===== src/rtl/mc_ctrl_pkg.sv =====
// Shared types and encodings for the multi-cycle MIPS controller.
// MULT_EN adds the S_MDU state used by the multiply/divide unit path.
package mc_ctrl_pkg;

  typedef enum logic [2:0] {
    S_FETCH  = 3'd0,
    S_DECODE = 3'd1,
    S_EXEC   = 3'd2,
    S_MEM    = 3'd3,
    S_WB     = 3'd4
`ifdef MULT_EN
    , S_MDU  = 3'd5
`endif
  } state_t;

  typedef enum logic [3:0] {
    ALU_R, ALU_I, LOAD, STORE, BRANCH, JUMP, NOP, MD, ILLEGAL
  } iclass_t;

  localparam logic [5:0] OP_RTYPE = 6'b000000;
  localparam logic [5:0] OP_J     = 6'b000010;
  localparam logic [5:0] OP_JAL   = 6'b000011;
  localparam logic [5:0] OP_BEQ   = 6'b000100;
  localparam logic [5:0] OP_BGTZ  = 6'b000111;
  localparam logic [5:0] OP_ADDIU = 6'b001001;
  localparam logic [5:0] OP_ORI   = 6'b001101;
  localparam logic [5:0] OP_LUI   = 6'b001111;
  localparam logic [5:0] OP_LH    = 6'b100001;
  localparam logic [5:0] OP_LW    = 6'b100011;
  localparam logic [5:0] OP_SW    = 6'b101011;

  localparam logic [5:0] FN_NOP   = 6'b000000;
  localparam logic [5:0] FN_JR    = 6'b001000;
  localparam logic [5:0] FN_JALR  = 6'b001001;
  localparam logic [5:0] FN_MFHI  = 6'b010000;
  localparam logic [5:0] FN_MFLO  = 6'b010010;
  localparam logic [5:0] FN_MULT  = 6'b011000;
  localparam logic [5:0] FN_ADDU  = 6'b100001;
  localparam logic [5:0] FN_SUBU  = 6'b100011;
  localparam logic [5:0] FN_OR    = 6'b100101;
  localparam logic [5:0] FN_SLT   = 6'b101010;

  localparam logic [2:0] ALU_OR  = 3'b001;
  localparam logic [2:0] ALU_ADD = 3'b010;
  localparam logic [2:0] ALU_SUB = 3'b110;
  localparam logic [2:0] ALU_SLT = 3'b011;

endpackage


===== src/rtl/mc_decode.sv =====
// Combinational instruction classifier: opcode/func to class plus static ALU controls.
// MULT_EN enables MULT/MFHI/MFLO decoding; otherwise they classify as ILLEGAL.
module mc_decode import mc_ctrl_pkg::*; (
  input  logic [5:0] opcode,
  input  logic [5:0] func,
  output iclass_t    cls,
  output logic [2:0] alu_op,
  output logic       alu_src,
  output logic       ext_op
);

  always_comb begin
    cls     = ILLEGAL;
    alu_op  = ALU_ADD;
    alu_src = 1'b0;
    ext_op  = 1'b0;
    case (opcode)
      OP_RTYPE: begin
        case (func)
          FN_NOP:          cls = NOP;
          FN_JR, FN_JALR:  cls = JUMP;
          FN_ADDU: begin cls = ALU_R; alu_op = ALU_ADD; end
          FN_SUBU: begin cls = ALU_R; alu_op = ALU_SUB; end
          FN_OR:   begin cls = ALU_R; alu_op = ALU_OR;  end
          FN_SLT:  begin cls = ALU_R; alu_op = ALU_SLT; end
`ifdef MULT_EN
          FN_MULT, FN_MFHI, FN_MFLO: cls = MD;
`endif
          default: cls = ILLEGAL;
        endcase
      end
      OP_J, OP_JAL:    cls = JUMP;
      // rs - rt drives alu_zero for BEQ; BGTZ relies on the dedicated alu_gtz flag
      OP_BEQ, OP_BGTZ: begin cls = BRANCH; alu_op = ALU_SUB; end
      OP_ADDIU: begin cls = ALU_I; alu_op = ALU_ADD; alu_src = 1'b1; ext_op = 1'b1; end
      OP_ORI:   begin cls = ALU_I; alu_op = ALU_OR;  alu_src = 1'b1; end
      OP_LUI:   begin cls = ALU_I; alu_op = ALU_ADD; alu_src = 1'b1; end
      OP_LW, OP_LH: begin cls = LOAD;  alu_src = 1'b1; ext_op = 1'b1; end
      OP_SW:        begin cls = STORE; alu_src = 1'b1; ext_op = 1'b1; end
      default: cls = ILLEGAL;
    endcase
  end

endmodule


===== src/rtl/mc_controller.sv =====
// Multi-cycle MIPS controller FSM with memory ready handshakes, watchdog and retire counter.
// MULT_EN adds MULT/MFHI/MFLO sequencing with md_start/md_sel outputs.
module mc_controller import mc_ctrl_pkg::*; #(
  parameter int ALUOP_W     = 3,
  parameter int MEM_TIMEOUT = 16,
  parameter int CNT_W       = 32,
  parameter int MDU_LAT     = 4
) (
  input  logic               clk,
  input  logic               reset,
  input  logic [5:0]         opcode,
  input  logic [5:0]         func,
  input  logic               alu_zero,
  input  logic               alu_gtz,
  input  logic               instr_ready,
  input  logic               mem_ready,
  output logic               instr_req,
  output logic               ir_write,
  output logic               pc_inc,
  output logic               pc_branch,
  output logic               pc_jump,
  output logic               reg_to_pc,
  output logic               reg_write,
  output logic               reg_dst,
  output logic               write_pc,
  output logic               mem_to_reg,
  output logic               read_half,
  output logic               alu_src,
  output logic               ext_op,
  output logic               ext_result,
  output logic [ALUOP_W-1:0] alu_op,
  output logic               mem_req,
  output logic               mem_write,
  output logic               illegal,
  output logic               bus_err,
  output logic [CNT_W-1:0]   instret,
  output logic [2:0]         state
`ifdef MULT_EN
  ,
  output logic               md_start,
  output logic               md_sel
`endif
);

  // One counter serves both the memory watchdog and the multiply latency.
  localparam int WD_MAX = (MEM_TIMEOUT > MDU_LAT) ? MEM_TIMEOUT : MDU_LAT;
  localparam int WD_W   = $clog2(WD_MAX + 1);
  localparam logic [WD_W-1:0] WD_LAST = WD_W'(MEM_TIMEOUT - 1);

  state_t          state_q;
  logic [WD_W-1:0] wd;
  iclass_t         cls;
  logic [2:0]      dec_alu_op;
  logic            dec_alu_src;
  logic            dec_ext_op;
  logic            wd_expired;

  mc_decode u_decode (
    .opcode  (opcode),
    .func    (func),
    .cls     (cls),
    .alu_op  (dec_alu_op),
    .alu_src (dec_alu_src),
    .ext_op  (dec_ext_op)
  );

  assign wd_expired = (wd == WD_LAST);
  assign state      = state_q;

  always_ff @(posedge clk) begin
    if (reset) begin
      state_q <= S_FETCH;
      wd      <= '0;
      instret <= '0;
    end else begin
      case (state_q)
        S_FETCH: begin
          if (instr_ready) begin
            state_q <= S_DECODE;
            wd      <= '0;
          end else if (wd_expired) begin
            wd      <= '0;
          end else begin
            wd      <= wd + 1'b1;
          end
        end
        S_DECODE: begin
          case (cls)
            JUMP, NOP: begin
              state_q <= S_FETCH;
              instret <= instret + CNT_W'(1);
            end
            ILLEGAL: state_q <= S_FETCH;
            default: state_q <= S_EXEC;
          endcase
        end
        S_EXEC: begin
          case (cls)
            BRANCH: begin
              state_q <= S_FETCH;
              instret <= instret + CNT_W'(1);
            end
            LOAD, STORE: state_q <= S_MEM;
`ifdef MULT_EN
            MD: state_q <= (func == FN_MULT) ? S_MDU : S_WB;
`endif
            default: state_q <= S_WB;
          endcase
        end
        S_MEM: begin
          if (mem_ready) begin
            wd <= '0;
            if (cls == STORE) begin
              state_q <= S_FETCH;
              instret <= instret + CNT_W'(1);
            end else begin
              state_q <= S_WB;
            end
          end else if (wd_expired) begin
            state_q <= S_FETCH;
            wd      <= '0;
          end else begin
            wd      <= wd + 1'b1;
          end
        end
        S_WB: begin
          state_q <= S_FETCH;
          instret <= instret + CNT_W'(1);
        end
`ifdef MULT_EN
        S_MDU: begin
          if (wd == WD_W'(MDU_LAT - 1)) begin
            state_q <= S_FETCH;
            wd      <= '0;
            instret <= instret + CNT_W'(1);
          end else begin
            wd      <= wd + 1'b1;
          end
        end
`endif
        default: state_q <= S_FETCH;
      endcase
    end
  end

  // Enables decode from the registered state; a reset cycle suppresses every enable.
  always_comb begin
    instr_req  = 1'b0;
    ir_write   = 1'b0;
    pc_inc     = 1'b0;
    pc_branch  = 1'b0;
    pc_jump    = 1'b0;
    reg_to_pc  = 1'b0;
    reg_write  = 1'b0;
    reg_dst    = 1'b0;
    write_pc   = 1'b0;
    mem_to_reg = 1'b0;
    read_half  = 1'b0;
    alu_src    = 1'b0;
    ext_op     = 1'b0;
    ext_result = 1'b0;
    alu_op     = '0;
    mem_req    = 1'b0;
    mem_write  = 1'b0;
    illegal    = 1'b0;
    bus_err    = 1'b0;
`ifdef MULT_EN
    md_start   = 1'b0;
    md_sel     = 1'b0;
`endif
    if (!reset) begin
      // ALU controls stay stable through MEM/WB so address and result remain valid.
      if (state_q == S_EXEC || state_q == S_MEM || state_q == S_WB) begin
        alu_op  = ALUOP_W'(dec_alu_op);
        alu_src = dec_alu_src;
        ext_op  = dec_ext_op;
      end
      case (state_q)
        S_FETCH: begin
          instr_req = 1'b1;
          ir_write  = instr_ready;
          pc_inc    = instr_ready;
          bus_err   = !instr_ready && wd_expired;
        end
        S_DECODE: begin
          illegal = (cls == ILLEGAL);
          if (cls == JUMP) begin
            pc_jump = 1'b1;
            if (opcode == OP_JAL) begin
              write_pc  = 1'b1;
              reg_write = 1'b1;
            end
            if (opcode == OP_RTYPE) begin
              reg_to_pc = 1'b1;
              if (func == FN_JALR) begin
                write_pc  = 1'b1;
                reg_write = 1'b1;
                reg_dst   = 1'b1;
              end
            end
          end
        end
        S_EXEC: begin
          if (cls == BRANCH)
            pc_branch = (opcode == OP_BEQ) ? alu_zero : alu_gtz;
`ifdef MULT_EN
          md_start = (cls == MD) && (func == FN_MULT);
`endif
        end
        S_MEM: begin
          mem_req   = 1'b1;
          mem_write = (cls == STORE);
          bus_err   = !mem_ready && wd_expired;
        end
        S_WB: begin
          reg_write  = 1'b1;
          reg_dst    = (cls == ALU_R) || (cls == MD);
          mem_to_reg = (cls == LOAD);
          read_half  = (opcode == OP_LH);
          ext_result = (opcode == OP_LUI);
`ifdef MULT_EN
          md_sel     = (cls == MD) && (func == FN_MFHI);
`endif
        end
        default: ;
      endcase
    end
  end

endmodule


===== config.mk =====
export PLATFORM = sky130hd
export DESIGN_NAME = mc_controller
export DESIGN_NICKNAME = d
export VERILOG_FILES = /design/src/rtl/mc_ctrl_pkg.sv /design/src/rtl/mc_decode.sv /design/src/rtl/mc_controller.sv
export SDC_FILE = /design/constraint.sdc
export NUM_CORES = 1
export LEC_CHECK = 0
export CORE_ASPECT_RATIO = 1.25
export CORE_MARGIN = 2
export CORE_UTILIZATION = 48
export CTS_CLUSTER_DIAMETER = 30
export CTS_CLUSTER_SIZE = 16
export DETAILED_ROUTE_END_ITERATION = 7
export MAX_ROUTING_LAYER = met4
export PLACE_DENSITY = 0.8
export SLEW_MARGIN = 10
export SYNTH_ARGS = -nofsm -noshare
export SYNTH_HDL_FRONTEND = slang
export SYNTH_SLANG_ARGS = --single-unit

===== constraint.sdc =====
create_clock -name clk -period 4.4 [get_ports clk]
set_input_delay 1.32 -clock clk [delete_from_list [all_inputs] [get_ports clk]]
set_output_delay 1.32 -clock clk [all_outputs]
set_load 0.005 [all_outputs]

==> results.md, run 1 <==
- Initial antenna violation count: 0
- Largest net degree at the start of global routing: 60
- Cells after Synth: 346
- Setup WS post-layout: 0.0236 ns
- Pwr Density: 193 nW/um^2
- HPWL after DPL: 5.31 mm
- Final nets: 469
- Buffers on Ports: 73
- Internal power: 555 uW
- Residual DRC: 0
- Storage cell area: 801 sq um
- Skew-Pair Late Insertion Delay: 0.29 ns
- Hold crit path type: reg -> reg
- Slew margin rel.: 53.7%
- Via density: 6.10
- Placed insts: 492
- Period utilization: 99.5%
- Most frequent cells in the layout: clkdlybuf4s50_1 (48), a21oi_1 (44), buf_4 (41), dfxtp_1 (40), nand2_1 (25)
- CTS Buf Count: 5
- CP Data Required Time: 3.08 ns
- Fin. Hold Viols: 0
- Clock power share: 33.5%
- Grt total ovfl: 0
- Vias in the first global route: 2861
- Core area: 5370 sq um
- RD Place Congestion: 0.888
- Mapped Area: 2620 sq um
- Worst IR drop on VDD: 0.290 mV
- Rows: 30
- Non-filler cells, final: 514
- Startpoint class of the critical path: input port
- Clock skew: 0.00271 ns
- RR Endpoint: instret[28]$_SDFFE_PP0P_
- R2r startpoint: instret[2]$_SDFFE_PP0P_
- Die W: 70.1 um
- Fraction of layout cells with a size suffix above 1: 19.1%
- Setup slack, reg-to-reg: 1.78 ns
- Crit-path max FO: 3
- Status: finished clean
- Flop pwr share: 48.9%
- I/O pin count: 74
- Net Count, Synth: 366
- Maxcap violations: 0
- Syn Area/Cell: 7.58 sq um
- TritonRoute pass-1 iters: 4
- Fill cells: 423
- Async SR Flop Fraction: 0%
- Most common cell after layout, fill and taps aside: clkdlybuf4s50_1
- Die Height: 86.7 um
- H-Tree Depth: 2
- Setup Viol. Count Final: 0
- Pre-CTS setup slack: -0.588 ns
- Post-synthesis sequential area ratio: 30.5%
- Fin crit period: 4.38 ns
- Sw Share: 26.6%
- Worst Tran Pin Value: 0.686 ns
- Multi-input gate area: 1830 sq um
- Ys flop type: dfxtp_1
- Metal2 WL: 4.32 mm
- Critical path arrival: 3.06 ns
- Wire length on met1: 3.30 mm
- Synth-to-layout area growth: 49.4%
- DR WL met3: 478 um
- Logic pwr share: 17.6%
- Initial Util: 48.9%
- Slew Viols, Final: 0
- Number of synthesized flops with an enable pin: 0
- First-pass GRT wire length: 13.0 mm
- Clock Root Buffer: clkbuf_8
- Seq cells post-synth: 40
- All-Layer GR Usage: 26.9%
- Clk slew on worst S/H paths: 0.08 ns
- Number of nets with antenna violations after routing: 0
- Hold EP: instret[31]$_SDFFE_PP0P_
- Instance area at placement: 3580 sq um
- Leak: 0.00145 uW
- Clock buffer depth: 2
- Final instance area: 3920 sq um
- CTS Hold Bufs: 0
- Die ar.: 6080 sq um
- Top Metal Used: met4
- Setup CP Type: in -> out
- Element type at the critical path end: primary output
- Initial detailed-routing violation count: 250
- Drt wl/cell: 16.3 um
- Via count: 3136
- Max Clk Rate: 0.229 GHz
- CTS sink cnt: 40
- Total Routed Length: 8.36 mm
- Reg2Reg Depth: 5
- Hold Crit Start: instret[31]$_SDFFE_PP0P_
- CTS tree: built
- Psw: 201 uW
- Syn. warnings: 0
- Library cells used by synthesis: 51
- Hold Path Depth: 2
- Antenna cells: 0
## power by group through the flow
stage	registers, uW	clock network, uW	logic [uW]
2_1_floorplan	376	0	60.4
3_3_place_gp	378	0	109
3_5_place_dp	378	0	112
4_1_cts	370	261	120
5_1_grt	371	277	142
6_report	370	253	133
## cells by family (layout without fill, tap and decap cells)
family / count (synthesis) / after routing / share of synthesized area (%)
compound gates: 91 / 91 / 21.0
xor+xnor: 4 / 4 / 1.34
fa+ha+maj: 2 / 2 / 0.954
buf+inv: 29 / 133 / 4.96
flops: 40 / 40 / 30.5
mux: 5 / 5 / 1.96
simple gates: 175 / 175 / 39.3
## per-layer routing
metal	up-vias	track usage, %
met5	-	-
met4	0	12.1
met2	108	46.1
met3	25	5.12
li1	1515	-
met1	1488	30.6
## timing repair
action / in CTS / in global routing
endpoints found under the setup margin: 15 / 13
resized for setup: 45 / 25
pin swaps: 13 / 6
buffers inserted: 12 / 2
## worst max-delay path: stages
cell             delay (ns)
clkdlybuf4s50_1        0.45
nor2_2                 0.12
nand3b_1               0.15
buf_4                  0.20
nor4_4                 0.16
buf_4                  0.16
clkdlybuf4s50_1        0.49
## metrics by stage
stage | total power [uW] | util [%] | hold slack [ns] | TNS (ns)
final | 756 | 73.0 | 0.482 | 0
after global routing | 790 | 73.0 | 0.523 | -0.0252
after CTS | 751 | 70.9 | 0.487 | 0
after detailed placement | 490 | 66.7 | 0.476 | -5.41
after global placement | 487 | 66.7 | 0.465 | -5.14
after floorplan | 436 | - | 0.449 | 0
## area by class of cell
type,count,area share (%)
Inverter,5,0.479
Sequential cell,40,20.4
Clock inverter,2,0.255
Multi-Input combinational cell,277,46.6
Timing Repair Buffer,120,28.0
Tap cell,64,2.04
Clock buffer,6,2.11
## Yosys cell counts (3+ instances only)
cell type	n	area share, %
a21oi_1	45	8.6
dfxtp_1	40	31
nand2_1	25	3.6
nor2_1	24	3.4
nand3_1	19	3.6
or3_1	19	4.5
or4_1	19	5.4
o31ai_1	18	5.2
clkbuf_1	17	2.4
o21ai_0	15	2.9
nor3_1	9	1.7
nand4_1	7	1.7
nor4_1	7	1.7
and3_1	6	1.4
nand2b_1	6	1.4
nor2b_1	6	1.4
and4_1	5	1.7
inv_1	5	0.72
mux2i_1	4	1.5
nand3b_1	4	1.1
nor3b_1	4	1.1
nor4bb_1	3	1.1
or2_2	3	0.72
xnor2_1	3	1.0
## registers in the layout, indices dropped and copies added, names as in the netlist
name     count
wd           5
instret     32
state        3
## how the worst max path moves through the flow
stage / cells after the start / slack, ns / to / startpoint
final: 7 / 0.02 / read_half / reset
after floorplan: 5 / 0.31 / alu_op[2] / opcode[4]
after global routing: 8 / -0.02 / illegal / opcode[2]
after detailed placement: 6 / -0.59 / alu_op[2] / opcode[2]
after global placement: 6 / -0.56 / alu_op[2] / opcode[2]
after CTS: 10 / 0.007 / reg_write / opcode[1]
No activity file was read; power rests on OpenSTA's default activity.
==> inputs of run 2 (changes only) <==
- CORE_UTILIZATION: 48 -> 35
- PLACE_DENSITY: 0.8 -> unset
- clock period: 4.4 -> 5.26 ns (I/O delays scaled with it)
==> run 2 against run 1 <==
First-iteration DRC count shrank 64%. Combinational power shrank 27%. Final area shrank 4.4%. Flip-flop and latch count is the same. Count of clock-buffer cells in the layout shrank 1. Total power shrank 19%. Sequential share of layout area grew 0.94 points. Critical endpoint is now pc_jump. Largest power group unchanged.
==> results.md, run 2 (synthesis results as in run 1) <==
- Element type at the critical path end: primary output
- First-pass GRT wire length: 12.4 mm
- Clock Root Buffer: clkbuf_8
- Status: finished clean
- Die Height: 101 um
- Max Clk Rate: 0.191 GHz
- Unrepaired setup endpoints after global routing: true
- Residual DRC: 0
- All-Layer GR Usage: 19.4%
- TritonRoute pass-1 iters: 4
- CP Data Required Time: 3.68 ns
- Via density: 5.58
- Via count: 2946
- Critical path arrival: 3.65 ns
- Number of nets with antenna violations after routing: 0
- Largest net degree at the start of global routing: 52
- Fin crit period: 5.22 ns
- Initial detailed-routing violation count: 91
- HPWL after DPL: 5.55 mm
- I/O pin count: 74
- Most frequent cells in the layout: clkdlybuf4s50_1 (64), a21oi_1 (45), dfxtp_1 (40), buf_4 (31), nand2_1 (25)
- Max FFs per register: 32
- Setup TNS: 0 ns
- Most common cell after layout, fill and taps aside: clkdlybuf4s50_1
- Buffers on Ports: 73
- Leak: 0.00128 uW
- Die ar.: 8210 sq um
- Antenna cells: 0
- CTS Buf Count: 5
- Slew margin rel.: 28.9%
- Vias in the first global route: 2709
- Clk slew on worst S/H paths: 0.08 ns
- Setup CP Type: in -> out
- Grt total ovfl: 0
- Setup Viol. Count Final: 0
- RD Place Congestion: 0.873
- Top reg by flops: instret
- Rows: 35
- Clock buffer depth: 2
- Hold crit path type: reg -> reg
- H-Tree Depth: 2
- Setup slack, reg-to-reg: 2.64 ns
- Clock skew: 0.0127 ns
- CTS sink cnt: 40
- CTS Hold Bufs: 0
- Fin. Hold Viols: 0
- Skew-Pair Late Insertion Delay: 0.29 ns
- Crit-path max FO: 3
- Initial antenna violation count: 0
- Synth-to-layout area growth: 42.8%
- Slew Viols, Final: 0
- Worst Tran Pin Value: 1.07 ns
- Drt wl/cell: 14.6 um
- Fraction of layout cells with a size suffix above 1: 12.6%
- Period utilization: 99.3%
- Maxcap violations: 0
- Total Routed Length: 7.71 mm
- CTS tree: built
- Die W: 81.4 um
- Instance area at placement: 3600 sq um
- Core area: 7310 sq um
- Worst IR drop on VDD: 0.125 mV
- Initial Util: 35.9%
- Final instance area: 3750 sq um
- Final nets: 455
- Pwr Density: 163 nW/um^2
- Startpoint class of the critical path: input port
run 2: changes by cell type in the layout (fill, tap and decap cells not counted), sizes merged:
cell / delta
dlygate4sd2: -6
clkinv: +1
clkbuf: -4
buf: -16
dlymetal6s2s: -4
clkdlybuf4s15: -1
clkdlybuf4s50: +16
run 2: layer usage:
| layer | vias up | global-route usage, % | wire length, um |
|---|---|---|---|
| met5 | - | - | 0 |
| met2 | 72 | 33.2 | 3790 |
| met3 | 9 | 2.87 | 337 |
| li1 | 1494 | - | - |
| met1 | 1371 | 23.6 | 3500 |
| met4 | 0 | 4.95 | 81 |
run 2: worst paths after layout:
| check | startpoint | end | depth (start not counted) |
|---|---|---|---|
| worst min register to register | wd[1]$_SDFFE_PP0N_ | wd[1]$_SDFFE_PP0N_ | 2 |
| worst max-delay path | opcode[2] | pc_jump | 8 |
| worst min-delay path | wd[1]$_SDFFE_PP0N_ | wd[1]$_SDFFE_PP0N_ | 2 |
| worst max register to register | instret[2]$_SDFFE_PP0P_ | instret[30]$_SDFFE_PP0P_ | 5 |
run 2: layout make-up:
| type | instances | area (sq um) |
|---|---|---|
| fill | 724 | 3570 |
| multi-input combinational | 277 | 1750 |
| timing repair buffer | 106 | 975 |
| sequential | 40 | 801 |
| tap | 92 | 115 |
| clock buffer | 5 | 68.8 |
| clock inverter | 3 | 18.8 |
| inverter | 5 | 18.8 |
run 2: where the power goes:
group	switching (uW)	internal, uW
clock	112	92.5
combinational	50.3	46.4
sequential	4.23	305
run 2: timing repair:
action	4_1_cts	5_1_grt
gates cloned	0	0
hold endpoints to repair	0	0
pin swaps	6	2
buffers inserted	2	0
setup endpoints to repair	11	4
resized for setup	16	4
run 2: critical path, stage by stage:
cell and delay, ns:
clkdlybuf4s50_1 0.45, or4_4 0.46, buf_6 0.15, nor3_4 0.19, buf_4 0.14, a21oi_1 0.07
nor2_1 0.10, clkdlybuf4s50_1 0.51
run 2: metrics by stage:
stage                     setup WS [ns]  hold WS [ns]  std cells  utilization [%]  total power, uW
final                            0.0351         0.487        528             51.2              611
after global routing           -0.00764         0.521        528             51.2              642
after CTS                       0.00431         0.490        528             50.9              619
after detailed placement         -0.242         0.479        518             49.2              410
after global placement           -0.231         0.462        518             49.2              410
after floorplan                   0.655         0.449        346                -              365
